--- src/rtl/cuadratura_pkg.sv ---
// Shared types, phase encodings and successor helpers for the quadrature decoder.
package cuadratura_pkg;

    typedef enum logic {
        ST_INIT  = 1'b0,
        ST_TRACK = 1'b1
    } estado_t;

    // Phase encoding is {a, b}
    localparam logic [1:0] PH_00 = 2'b00;
    localparam logic [1:0] PH_10 = 2'b10;
    localparam logic [1:0] PH_11 = 2'b11;
    localparam logic [1:0] PH_01 = 2'b01;

    // Ascending order: 00 -> 10 -> 11 -> 01 -> 00
    function automatic logic [1:0] sig_asc(input logic [1:0] ph);
        logic [1:0] r;
        case (ph)
            PH_00:   r = PH_10;
            PH_10:   r = PH_11;
            PH_11:   r = PH_01;
            PH_01:   r = PH_00;
            default: r = PH_00;
        endcase
        return r;
    endfunction

    // Descending order is the exact reverse of the ascending one
    function automatic logic [1:0] sig_desc(input logic [1:0] ph);
        logic [1:0] r;
        case (ph)
            PH_00:   r = PH_01;
            PH_01:   r = PH_11;
            PH_11:   r = PH_10;
            PH_10:   r = PH_00;
            default: r = PH_00;
        endcase
        return r;
    endfunction

endpackage

--- src/rtl/sincronizador.sv ---
// One-bit multi-flop synchronizer for an asynchronous input, cleared to 0 on reset.
module sincronizador #(
    parameter int STAGES = 2
) (
    input  logic clk,
    input  logic reset,
    input  logic d_i,
    output logic q_o
);

    logic [STAGES-1:0] sync_q;

    // Shift the raw input through the flop chain
    always_ff @(posedge clk or posedge reset) begin
        if (reset) begin
            sync_q <= '0;
        end else begin
            sync_q <= {sync_q[STAGES-2:0], d_i};
        end
    end

    assign q_o = sync_q[STAGES-1];

endmodule

--- src/rtl/decodificador_cuadratura.sv ---
// Quadrature decoder: synchronizes A/B, tracks phase transitions and keeps
// a wrapping position, last direction, a step strobe and a sticky error flag.
module decodificador_cuadratura
    import cuadratura_pkg::*;
#(
    parameter int N           = 8,
    parameter int SYNC_STAGES = 2
) (
    input  logic         clk,
    input  logic         reset,
    input  logic         a_in,
    input  logic         b_in,
    input  logic         clear,
    input  logic         err_clr,
    output logic [N-1:0] pos,
    output logic         dir,
    output logic         step,
    output logic         err
);

    localparam int            CW       = $clog2(SYNC_STAGES + 1) + 1;
    localparam logic [CW-1:0] CNT_LAST = CW'(SYNC_STAGES);

    logic         a_s;
    logic         b_s;
    logic [1:0]   ph_s;

    estado_t      state_q, state_d;
    logic [CW-1:0] cnt_q, cnt_d;
    logic [1:0]   prev_q, prev_d;
    logic [N-1:0] pos_q, pos_d;
    logic         dir_q, dir_d;
    logic         step_q, step_d;
    logic         err_q, err_d;

    sincronizador #(.STAGES(SYNC_STAGES)) u_sync_a (
        .clk   (clk),
        .reset (reset),
        .d_i   (a_in),
        .q_o   (a_s)
    );

    sincronizador #(.STAGES(SYNC_STAGES)) u_sync_b (
        .clk   (clk),
        .reset (reset),
        .d_i   (b_in),
        .q_o   (b_s)
    );

    assign ph_s = {a_s, b_s};

    // State, phase history and output registers
    always_ff @(posedge clk or posedge reset) begin
        if (reset) begin
            state_q <= ST_INIT;
            cnt_q   <= '0;
            prev_q  <= PH_00;
            pos_q   <= '0;
            dir_q   <= 1'b0;
            step_q  <= 1'b0;
            err_q   <= 1'b0;
        end else begin
            state_q <= state_d;
            cnt_q   <= cnt_d;
            prev_q  <= prev_d;
            pos_q   <= pos_d;
            dir_q   <= dir_d;
            step_q  <= step_d;
            err_q   <= err_d;
        end
    end

    // Next-state: init window, transition classification, clear/err_clr priority
    always_comb begin
        state_d = state_q;
        cnt_d   = cnt_q;
        prev_d  = ph_s;
        pos_d   = pos_q;
        dir_d   = dir_q;
        step_d  = 1'b0;
        // err_clr is applied first so that a same-cycle illegal transition wins
        if (err_clr) begin
            err_d = 1'b0;
        end else begin
            err_d = err_q;
        end

        case (state_q)
            ST_INIT: begin
                // Absorb whatever phase the encoder sits at after reset
                if (cnt_q == CNT_LAST) begin
                    state_d = ST_TRACK;
                    cnt_d   = '0;
                end else begin
                    cnt_d   = cnt_q + CW'(1);
                end
            end
            ST_TRACK: begin
                if (ph_s == prev_q) begin
                    step_d = 1'b0;
                end else if (ph_s == sig_asc(prev_q)) begin
                    step_d = 1'b1;
                    dir_d  = 1'b0;
                    pos_d  = pos_q + N'(1);
                end else if (ph_s == sig_desc(prev_q)) begin
                    step_d = 1'b1;
                    dir_d  = 1'b1;
                    pos_d  = pos_q - N'(1);
                end else begin
                    // Both phases moved: flag it and resynchronize on the new phase
                    err_d  = 1'b1;
                end
            end
            default: begin
                state_d = ST_INIT;
                cnt_d   = '0;
            end
        endcase

        if (clear) begin
            pos_d = '0;
        end else begin
            pos_d = pos_d;
        end
    end

    assign pos  = pos_q;
    assign dir  = dir_q;
    assign step = step_q;
    assign err  = err_q;

endmodule

--- config.mk ---
export PLATFORM = sky130hd
export DESIGN_NAME = decodificador_cuadratura
export DESIGN_NICKNAME = d
export VERILOG_FILES = /design/src/rtl/cuadratura_pkg.sv /design/src/rtl/sincronizador.sv /design/src/rtl/decodificador_cuadratura.sv
export SDC_FILE = /design/constraint.sdc
export NUM_CORES = 1
export LEC_CHECK = 0
export ABC_AREA = 1
export CORE_UTILIZATION = 57
export DETAILED_ROUTE_END_ITERATION = 7
export PLACE_DENSITY = 0.78
export SYNTH_ARGS = -nofsm -noshare
export SYNTH_HDL_FRONTEND = slang
export SYNTH_SLANG_ARGS = --single-unit
--- constraint.sdc ---
create_clock -name clk -period 3.4 [get_ports clk]
set_input_delay 0.34 -clock clk [delete_from_list [all_inputs] [get_ports clk]]
set_output_delay 0.34 -clock clk [all_outputs]
set_load 0.01 [all_outputs]
==> summary.txt, run 1 <==
Route
  – DR vias/cell: just over 5
  – Routed via count: between 1000 and 1500
  – DRC violations left: 0
  – Initial DRT Pass Iterations: 4
  – Wire per inst: about 12 um
  – Routed Antenna Nets: 0
  – WL final: roughly 2300 um
  – Initial drt markers: 17

Run status
  – Status: finished clean

Pwr
  – Peak VDD IR: about 0.37 mV
  – Cell Pwr Density: 541 mW/mm^2
  – Pleak: approximately 0.78 nW
  – PnR Total Power: between 0.7 and 0.8 mW

Floorplan
  – Die height: roughly 49 um
  – Initial core utilization: 0.624
  – Die area: 0.00238 mm^2
  – I/O pins: 17
  – Row cnt: 16
  – CORE AREA: between 0.002 and 0.0025 mm^2
  – Die width: between 40 and 50 um

Clock network
  – Clock Sinks: 21
  – CTS Buffer Depth: 2
  – CTS resizes: 0
  – Count of hold buffers inserted by post-cts repair: 0
  – H-tree depth: 1
  – CTS tree: done
  – Setup Buffers After CTS: 0
  – CTS Buf Count: 3
  – Clk_lat worst skew: just over 0.3 ns
  – CTS root buf: clkbuf_4
  – Clock slew seen by the registers of the worst setup and hold paths: about 0.13 ns

STA
  – RSZ-0062 raised after global routing: no
  – Fin. Hold Viols: 0
  – Worst Tran Pin Value: 0.771 ns
  – Fmax achieved: 504 MHz
  – Crit share post-route: 0.584
  – Period minus WS final: a little under 2 ns
  – Setup violators final: 0
  – Final WS setup: 1.41 ns
  – Clock skew: about 0.0023 ns
  – Final setup TNS: 0 ns
  – Max-slew headroom: 0.486
  – Hold WS: 0.365 ns
  – Slew Limit Fails: 0

Cells and area
  – Layout fillers: between 150 and 200
  – Layout Cells excl Fill: about 200
  – Area growth syn-to-layout: 16.3%
  – Ant. Diodes: 0
  – Fin util: 0.726
  – Final instance area: ~0.0015 mm^2
  – Nets: 188
  – Multi-input gate area: ~600 um^2
  – Reg area: 526 um^2
  – Share of cells above drive strength 1: 0.109

Worst setup path
  – Crit path launch type: flop
  – WP data arrival: approximately 2.2 ns
  – Worst EP required: ~3.6 ns
  – Critical-path maximum fanout: 10
  – CP Class: flop to flop
  – CP Capture Type: flop

Yosys
  – Synth warn: 0
  – Seq cells post-synth: 21
  – Post-synthesis instance area: around 0.0012 mm^2
  – Mapped Nets: between 150 and 200
  – Sequential-to-total area share from yosys stat: 0.421
  – Avg Cell Area, Syn: 8.06 um^2
  – Post-synthesis cell count: 155
  – Netlist cell types: 23

Global routing
  – Vias in the first global route: about 1000
  – Largest net degree at the start of global routing: 22
  – First-pass GRT wire length: 4310 um
  – GR Util All Layers: 0.235
  – Remaining Overflow, GRT: 0
  – Initial antenna violation count: 0

Placement
  – GPL Wtd Cong: slightly below 0.9
  – DP HPWL: 1830 um
  – Placed cells: roughly 200
  – Area after DPL: 0.00142 mm^2
  – Pre-CTS setup slack: 1.44 ns
  – IO buf count: 16

Flow run
  – Max cap viols: 0

Worst hold path
  – Hold Path Class: flop to flop
[layout make-up]
class	count	area share
repair buffers	16	0.110
clock buffers	3	0.0155
inverters	27	0.0698
flip-flops and latches	21	0.362
clock inverters	1	0.00517
multi-input cells	106	0.414
well taps	27	0.0233
[layer usage]
metal  vias up  wire length [um]  global-route usage
met5         -                 0                   0
met4         0                10              0.0784
met3         2                87              0.0405
met2        25              1160               0.405
met1       472              1090               0.299
li1        522                 -                   -
[cells in the mapped netlist]
cell type / count / share of area
ha_1: 6 / 0.060
o21a_1: 1 / 0.0060
nor2_1: 7 / 0.021
nor2_4: 1 / 0.0090
dfrtp_1: 21 / 0.42
buf_12: 1 / 0.016
nand3_1: 16 / 0.064
xnor2_1: 2 / 0.014
inv_1: 25 / 0.075
or2_2: 1 / 0.0050
o21ai_1: 1 / 0.0040
fa_1: 1 / 0.016
o22ai_1: 1 / 0.0050
nand2_1: 46 / 0.14
nand2_4: 4 / 0.036
o21ai_0: 2 / 0.0080
a21oi_1: 3 / 0.012
nand2_2: 5 / 0.025
nand4_1: 2 / 0.010
o21ai_2: 2 / 0.014
inv_2: 2 / 0.0060
nand3b_1: 1 / 0.0060
xor2_1: 4 / 0.028
[worst max-delay path, stage by stage, from the launching register on]
cell	delay (ns)
dfrtp_1	0.45
inv_1	0.09
nand2_1	0.07
nand2_2	0.10
nand2_4	0.11
ha_1	0.35
or2_2	0.31
nand2_1	0.11
nor2_1	0.06
nor2_1	0.08
nand2_1	0.05
nand3_1	0.07
nand2_1	0.04
[flip-flops by register name, indices dropped and copies added (netlist names)]
register / cells
dir: 1
cnt_q: 3
u_sync_b.sync_q: 2
prev_q: 2
pos: 8
err: 1
step: 1
state_q: 1
u_sync_a.sync_q: 2
[cell usage in the layout, fill, tap and decap left out]
cell type and n:
fa_1 1, nor2_1 7, clkdlybuf4s50_1 16, nand2_4 4, clkinvlp_4 1, dfrtp_1 21, o21ai_2 2, nand3b_1 1
nor2_4 1, ha_1 6, inv_2 2, nand2_1 46, nand3_1 16, xnor2_1 2, inv_1 25, or2_2 1
o22ai_1 1, nand2_2 5, nand4_1 2, o21ai_1 1, o21ai_0 2, o21a_1 1, a21oi_1 3, clkbuf_4 3
xor2_1 4
[report_power, final]
group | switching [mW] | internal [mW]
clock | 0.0833 | 0.0448
sequential | 0.0265 | 0.280
combinational | 0.194 | 0.156
total | 0.304 | 0.481
[logic make-up after synthesis]
kind of cell	after synthesis	share of synthesized area
flip-flops	21	0.421
buffers and inverters	28	0.0972
adder cells (fa/ha/maj)	7	0.0762
AO/OA/AOI/OAI	10	0.0491
XOR/XNOR	6	0.0421
AND/OR/NAND/NOR	83	0.315
[final timing paths]
path                       slack (ns)  cells past startpoint            endpoint               start
setup / recovery                 1.41                     12              pos[7]  u_sync_a.sync_q[1]
hold / removal                   0.36                      0  u_sync_a.sync_q[1]  u_sync_a.sync_q[0]
setup reg to reg                 1.41                     12              pos[7]  u_sync_a.sync_q[1]
hold reg to reg                  0.36                      0  u_sync_a.sync_q[1]  u_sync_a.sync_q[0]
max in group asynchronous        2.47                      2            cnt_q[0]               reset
min in group asynchronous        0.45                      2             state_q               reset
Power figures use the tool's default switching activity.
==> inputs of run 2 (changes only) <==
--- a/config.mk
+++ b/config.mk
@@ -6,9 +6,9 @@
 export NUM_CORES = 1
 export LEC_CHECK = 0
 export ABC_AREA = 1
-export CORE_UTILIZATION = 57
+export CORE_UTILIZATION = 53
 export DETAILED_ROUTE_END_ITERATION = 7
-export PLACE_DENSITY = 0.78
+export PLACE_DENSITY = 0.73
 export SYNTH_ARGS = -nofsm -noshare
 export SYNTH_HDL_FRONTEND = slang
 export SYNTH_SLANG_ARGS = --single-unit
==> constraint.sdc (replaced) <==
create_clock -name clk -period 1.9 [get_ports clk]
set_input_delay 0.19 -clock clk [delete_from_list [all_inputs] [get_ports clk]]
set_output_delay 0.19 -clock clk [all_outputs]
set_load 0.01 [all_outputs]
==> run 2 against run 1 <==
Register-to-register slack got worse by 1.3 ns. Sequential power up 83%. Via count is 4.5% higher. First-iteration DRC count grew 29%. Maximum frequency is 8.7% higher. Design area grew 15%. Flip-flop and latch count did not move. Combinational power increased by 140%. Clock skew grew 0.0031 ns. Non-clock buffer count grew 11. Largest cell class unchanged. Power increased by 110%. Final cell count is 6.0% higher.
==> summary.txt, run 2 (synthesis gave the netlist of run 1 again) <==
Worst setup path
  – CP Cell Sequence: inv_1, nand2_1, nand2_2, nand2_8, inv_4, fa_2, inv_2, nand4_1, nand3_1, nand2_1, nand3_2, nand2_1
  – CP Class: flop to flop
  – Critical-path maximum fanout: 8 (-2)
  – Worst stage delay on the critical path: 0.40 ns (-0.05 ns)
  – CP Capture Type: flop
  – Crit path from: u_sync_a.sync_q[1]
  – Crit path depth: 12 (unchanged)
  – Crit path launch type: flop
  – Crit-path slowest cell: dfrtp_1
  – Crit-path most repeated cell: nand2_1
  – Buf+Inv Stages, Crit Path: 3 (+2)
  – Worst EP required: 2.11 ns (-1.51 ns)
  – CP delay by family, top: simple AND/OR/NAND/NOR gates
  – R2R depth: 12 (unchanged)
  – WP data arrival: 2.03 ns (-0.17 ns)
  – Worst R2R Start: u_sync_a.sync_q[1]

Route
  – Routed Antenna Nets: 0 (unchanged)
  – Wire per inst: 12.8 um (+10%)
  – Initial DRT Pass Iterations: 4 (unchanged)
  – Initial drt markers: 22 (+5)
  – DR vias/cell: 5.01 (-1.4%)
  – Routed via count: 1067 (+4.5%)
  – WL final: 2740 um (+17%)
  – DRC violations left: 0 (unchanged)

Pwr
  – Int Power: 0.977 mW (+100%)
  – Pleak: 0.834 nW (+7.4%)
  – Peak VDD IR: 0.733 mV (+97%)
  – P_sw: 0.635 mW (+110%)
  – Power share of the clock group: 0.140 (-0.023)
  – Cell Pwr Density: 963 mW/mm^2 (+78%)
  – Switching fraction of total power: 0.394 (+0.00647)
  – Reg power frac: 0.349 (-0.042)
  – Combinational power share: 0.511 (+0.065)

Clock network
  – CTS Buf Count: 3 (unchanged)
  – CTS Buffer Depth: 2 (unchanged)
  – CTS tree: done
  – Clk_lat worst skew: 0.31 ns (about the same)
  – Clock slew seen by the registers of the worst setup and hold paths: 0.13 ns (about the same)
  – CTS root buf: clkbuf_4
  – H-tree depth: 1 (unchanged)
  – Count of hold buffers inserted by post-cts repair: 0 (unchanged)
  – Clock Sinks: 21 (unchanged)

Floorplan
  – CORE AREA: 0.00221 mm^2 (+10%)
  – Die height: 50.5 um (+3.6%)
  – Die area: 0.00255 mm^2 (+7.2%)
  – Initial core utilization: 0.564 (-0.0593)
  – Die width: 50.5 um (+3.6%)
  – I/O pins: 17 (unchanged)
  – Row cnt: 17 (+1)

Global routing
  – Largest net degree at the start of global routing: 22 (unchanged)
  – Met2 Usage GRT: 0.404 (-0.000648)
  – GR peak layer: met2
  – Initial antenna violation count: 0 (unchanged)
  – GR Util met1: 0.274 (-0.0252)
  – Remaining Overflow, GRT: 0 (unchanged)
  – GR Util All Layers: 0.225 (-0.0101)
  – Vias in the first global route: 1075 (+3.3%)
  – First-pass GRT wire length: 4320 um (+0.16%)
  – Met3 usage: 0.0424 (+0.00193)

STA
  – Hold WS: 0.190 ns (-0.175 ns)
  – Crit share post-route: 0.961 (+0.377)
  – Fmax achieved: 548 MHz (+8.7%)
  – Clock skew: 0.00538 ns (+0.00310 ns)
  – RSZ-0062 raised after global routing: yes
  – Final WS setup: 0.0742 ns (-1.34 ns)
  – Worst Tran Pin Value: 0.302 ns (-0.469 ns)
  – Period minus WS final: 1.83 ns (-0.159 ns)
  – Slew Limit Fails: 0 (unchanged)
  – Max-slew headroom: 0.799 (+0.313)
  – Setup violators final: 0 (unchanged)
  – Fin. Hold Viols: 0 (unchanged)

Run status
  – Status: finished clean

Cells and area
  – Ant. Diodes: 0 (unchanged)
  – Area growth syn-to-layout: 34.0%
  – Layout Cells excl Fill: 213 (+6.0%)
  – Layout fillers: 157 (-7.6%)
  – Most frequent cells in the layout: 41 x nand2_1, 21 x inv_1, 21 x dfrtp_1
  – Commonest non-fill, non-tap cell in the layout: nand2_1
  – Share of cells above drive strength 1: 0.276 (+0.166)
  – Final instance area: 0.00167 mm^2 (+15%)
  – Nets: 199 (+5.9%)
  – Max reg flops: 8 (unchanged)

Worst hold path
  – Hold Path Class: input pin to async pin

Placement
  – DP HPWL: 1780 um (-2.8%)
  – IO buf count: 16 (unchanged)
  – GPL Wtd Cong: 0.869 (-2.8%)
  – Area after DPL: 0.00145 mm^2 (+1.7%)
  – Pre-CTS setup slack: -0.00208 ns (-1.44 ns)
  – Placed cells: 201 (+2.0%)

Flow run
  – Max cap viols: 0 (unchanged)
run 2: final cells by class:
cell class,count,area [um^2],area share
Clock buffer,3,22.5,0.0135
Inverter,27,104,0.0621
Timing Repair Buffer,27,243,0.145
Multi-Input combinational cell,106,736,0.440
Sequential cell,21,526,0.314
Clock inverter,1,7.51,0.00449
Tap cell,28,35.0,0.0209
run 2: worst register-to-register path, cell delays in order, from the launching register on:
cell and delay, ns:
dfrtp_1 0.40, inv_1 0.06, nand2_1 0.07, nand2_2 0.11, nand2_8 0.17, inv_4 0.05, fa_2 0.37, inv_2 0.07
nand4_1 0.12, nand3_1 0.12, nand2_1 0.07, nand3_2 0.07, nand2_1 0.05
run 2: final timing paths:
check                      slack (ns)                 end
setup / recovery                 0.07              pos[6]
hold / removal                   0.19  u_sync_b.sync_q[1]
setup reg to reg                 0.07              pos[6]
hold reg to reg                  0.36  u_sync_b.sync_q[1]
max in group asynchronous        1.49              pos[6]
min in group clk                 0.31  u_sync_b.sync_q[0]
run 2: timing repair:
item | CTS | global route
pin swaps | 0 | 14
buffers inserted | 3 | 5
gates resized for setup | 0 | 28
endpoints found under the hold margin | 0 | 0
endpoints found under the setup margin | 3 | 5
run 2: power by group through the flow:
stage               Clock, mW  Sequential [mW]  Combinational (mW)
global placement            0            0.557               0.617
detailed placement          0            0.559               0.631
finish                  0.225            0.563               0.823
global route            0.246            0.570               0.920
CTS                     0.229            0.549               0.644
floorplan                   0            0.574               0.421
run 2: stage by stage:
stage / power, mW / setup TNS [ns] / util
after floorplan: 0.995 / 0 / -
after global placement: 1.17 / 0 / 0.654
after detailed placement: 1.19 / -0.00208 / 0.654
after CTS: 1.42 / 0 / 0.678
after global routing: 1.74 / -0.0851 / 0.756
final: 1.61 / 0 / 0.756
run 2: layer usage:
layer,vias up,routed length (um)
met1,506,1240
met5,-,0
met3,2,92
met4,0,11
met2,19,1400
li1,540,-
==> inputs of run 3 (changes only) <==
--- a/config.mk
+++ b/config.mk
@@ -6,9 +6,10 @@
 export NUM_CORES = 1
 export LEC_CHECK = 0
 export ABC_AREA = 1
-export CORE_UTILIZATION = 53
+export CORE_UTILIZATION = 61
 export DETAILED_ROUTE_END_ITERATION = 7
-export PLACE_DENSITY = 0.73
+export DONT_BUFFER_PORTS = 1
+export PLACE_DENSITY = 0.77
 export SYNTH_ARGS = -nofsm -noshare
 export SYNTH_HDL_FRONTEND = slang
 export SYNTH_SLANG_ARGS = --single-unit
==> run 3 against run 2 <==
Core utilization rose by 0.67 points. Flip-flop and latch count stayed put. Sequential share of layout area up 4.2 points. Sequential power is 5.5% higher. Clock skew decreased by 0.0011 ns. Non-clock buffer count is 16 lower. Hold slack got worse by 0.16 ns. Via count decreased by 5.2%. Final cell count down 8.0%. Clock power increased by 4%. Largest cell class unchanged. Highest routed layer unchanged.
==> summary.txt, run 3 (synthesis gave the netlist of run 1 again) <==
Clock network
  – H-tree depth: 1 (unchanged)
  – Clock slew seen by the registers of the worst setup and hold paths: 0.13 ns (about the same)
  – CTS Buf Count: 3 (unchanged)
  – CTS Buffer Depth: 2 (unchanged)
  – Clock Sinks: 21 (unchanged)
  – CTS root buf: clkbuf_4
  – CTS tree: done
  – Clk_lat worst skew: 0.31 ns (about the same)

Pwr
  – Power share of the clock group: 0.165 (+0.025)
  – Int Power: 0.851 mW (-13%)
  – Combinational power share: 0.419 (-0.092)
  – PnR Total Power: 1.43 mW (-12%)
  – Pleak: 0.762 nW (-8.7%)
  – P_sw: 0.575 mW (-9.5%)
  – Reg power frac: 0.417 (+0.068)
  – Peak VDD IR: 0.624 mV (-15%)
  – Switching fraction of total power: 0.403 (+0.00923)
  – Cell Pwr Density: 962 mW/mm^2 (-0.11%)

Route
  – Wire per inst: 13.2 um (+2.5%)
  – Initial drt markers: 18 (-18%)
  – Routed Antenna Nets: 0 (unchanged)
  – Initial DRT Pass Iterations: 4 (unchanged)
  – DR vias/cell: 5.16 (+3.1%)
  – DRC violations left: 0 (unchanged)
  – WL final: 2580 um (-5.7%)
  – Routed via count: 1012 (-5.2%)

Floorplan
  – Initial core utilization: 0.643 (+0.0786)
  – Die width: 47.2 um (-6.5%)
  – Die height: 47.2 um (-6.5%)
  – Die area: 0.00223 mm^2 (-13%)
  – I/O pins: 17 (unchanged)
  – Row cnt: 16 (-1)
  – CORE AREA: 0.00194 mm^2 (-12%)

STA
  – Slew Limit Fails: 0 (unchanged)
  – Period minus WS final: 1.80 ns (-0.0250 ns)
  – Fin. Hold Viols: 0 (unchanged)
  – Final WS setup: 0.0991 ns (+0.0250 ns)
  – Fmax achieved: 555 MHz (+1.4%)
  – RSZ-0062 raised after global routing: no
  – Setup violators final: 0 (unchanged)
  – Max-slew headroom: 0.460 (-0.338)
  – Worst Tran Pin Value: 0.809 ns (+0.507 ns)
  – Clock skew: 0.00428 ns (-0.00110 ns)
  – Crit share post-route: 0.948 (-0.0131)
  – Final setup TNS: 0 ns (unchanged)

Placement
  – Pre-CTS setup slack: 0.0292 ns (+0.0313 ns)
  – GPL Wtd Cong: 0.853 (-1.9%)
  – Placed cells: 183 (-9.0%)
  – IO buf count: 0 (-16)
  – DP HPWL: 1750 um (-1.6%)

Global routing
  – Largest net degree at the start of global routing: 22 (unchanged)
  – Initial antenna violation count: 0 (unchanged)
  – Remaining Overflow, GRT: 0 (unchanged)
  – Vias in the first global route: 956 (-11%)
  – GR Util All Layers: 0.265 (+0.0399)
  – First-pass GRT wire length: 3990 um (-7.7%)

Cells and area
  – Area growth syn-to-layout: 18.6%
  – Share of cells above drive strength 1: 0.243 (-0.0331)
  – Max reg flops: 8 (unchanged)
  – Layout Cells excl Fill: 196 (-8.0%)
  – Most frequent cells in the layout: 44 x nand2_1, 21 x inv_1, 19 x dfrtp_1
  – Commonest non-fill, non-tap cell in the layout: nand2_1
  – Nets: 183 (-8.0%)
  – Ant. Diodes: 0 (unchanged)
  – Fin util: 0.763 (+0.00667)

Worst setup path
  – CP Class: flop to flop
  – Worst stage delay on the critical path: 0.46 ns (+0.06 ns)
  – WP data arrival: 2.06 ns (+0.03 ns)
  – Worst R2R Start: u_sync_b.sync_q[1]
  – Reg-to-reg setup timing slack: 0.1 ns (+0.02 ns)
  – Crit path from: u_sync_b.sync_q[1]
  – Critical-path maximum fanout: 8 (unchanged)
  – Crit-path most repeated cell: nand2_1
  – Worst EP required: 2.16 ns (+0.05 ns)
  – CP delay by family, top: simple AND/OR/NAND/NOR gates
  – Crit-path slowest cell: dfrtp_2
  – CP Cell Sequence: nand2_1, nand2_4, nand2_8, inv_2, fa_2, inv_2, nand3_1, nand3_1, xor2_1, nand2_1, nand2_1
  – Crit path launch type: flop
  – CP Capture Type: flop
  – Buf+Inv Stages, Crit Path: 2 (-1)

Run status
  – Status: finished clean

Flow run
  – Max cap viols: 0 (unchanged)

Worst hold path
  – Hold Crit Start: clear
  – Hold Path Class: input pin to flop
## run 3: cell types whose count changed in the layout (fill, tap and decap cells not counted), sizes merged
cell / change
dlygate4sd3: +4
clkdlybuf4s50: -16
buf: -4
## run 3: power by group through the flow
stage	registers, mW	logic, mW	clock network [mW]
6_report	0.594	0.597	0.235
5_1_grt	0.605	0.676	0.253
3_3_place_gp	0.588	0.483	0
2_1_floorplan	0.574	0.421	0
4_1_cts	0.581	0.512	0.233
3_5_place_dp	0.591	0.498	0
## run 3: path summary, 6_finish.rpt
path,endpoint,cells after the start
max,pos[4],11
min,pos[3],3
max reg2reg,pos[4],11
min reg2reg,u_sync_b.sync_q[1],0
max in group asynchronous,prev_q[0],2
min in group asynchronous,cnt_q[1],2
## run 3: stage by stage
step           hold slack, ns  cell area (um^2)
2_1_floorplan           0.167              1250
3_3_place_gp            0.221              1280
3_5_place_dp            0.221              1280
4_1_cts                0.0328              1360
5_1_grt                0.0191              1480
6_report               0.0303              1480
## run 3: worst min-delay path: stages
cell and delay [ns]:
nor2_4 0.04, nand2_1 0.05, nand2_1 0.04
## run 3: area by class of cell
| type | count | area, um^2 |
|---|---|---|
| clock buffer | 3 | 22.5 |
| clock inverter | 1 | 7.51 |
| fill | 156 | 460 |
| inverter | 27 | 101 |
| multi-input combinational | 106 | 696 |
| sequential | 21 | 528 |
| tap | 27 | 33.8 |
| timing repair buffer | 11 | 92.6 |
## run 3: metal layers
layer | vias up | GRT usage | share of wire
li1 | 512 | - | -
met1 | 471 | 0.336 | 0.42
met2 | 25 | 0.419 | 0.52
met3 | 4 | 0.0500 | 0.038
met4 | 0 | 0.160 | 0.017
met5 | - | 0 | 0
## run 3: timing repair
item,4_1_cts,5_1_grt
setup endpoints to repair,1,5
hold buffers,4,0
hold endpoints to repair,24,0
gates resized for setup,0,20
pin swaps,0,4
buffers inserted,2,3
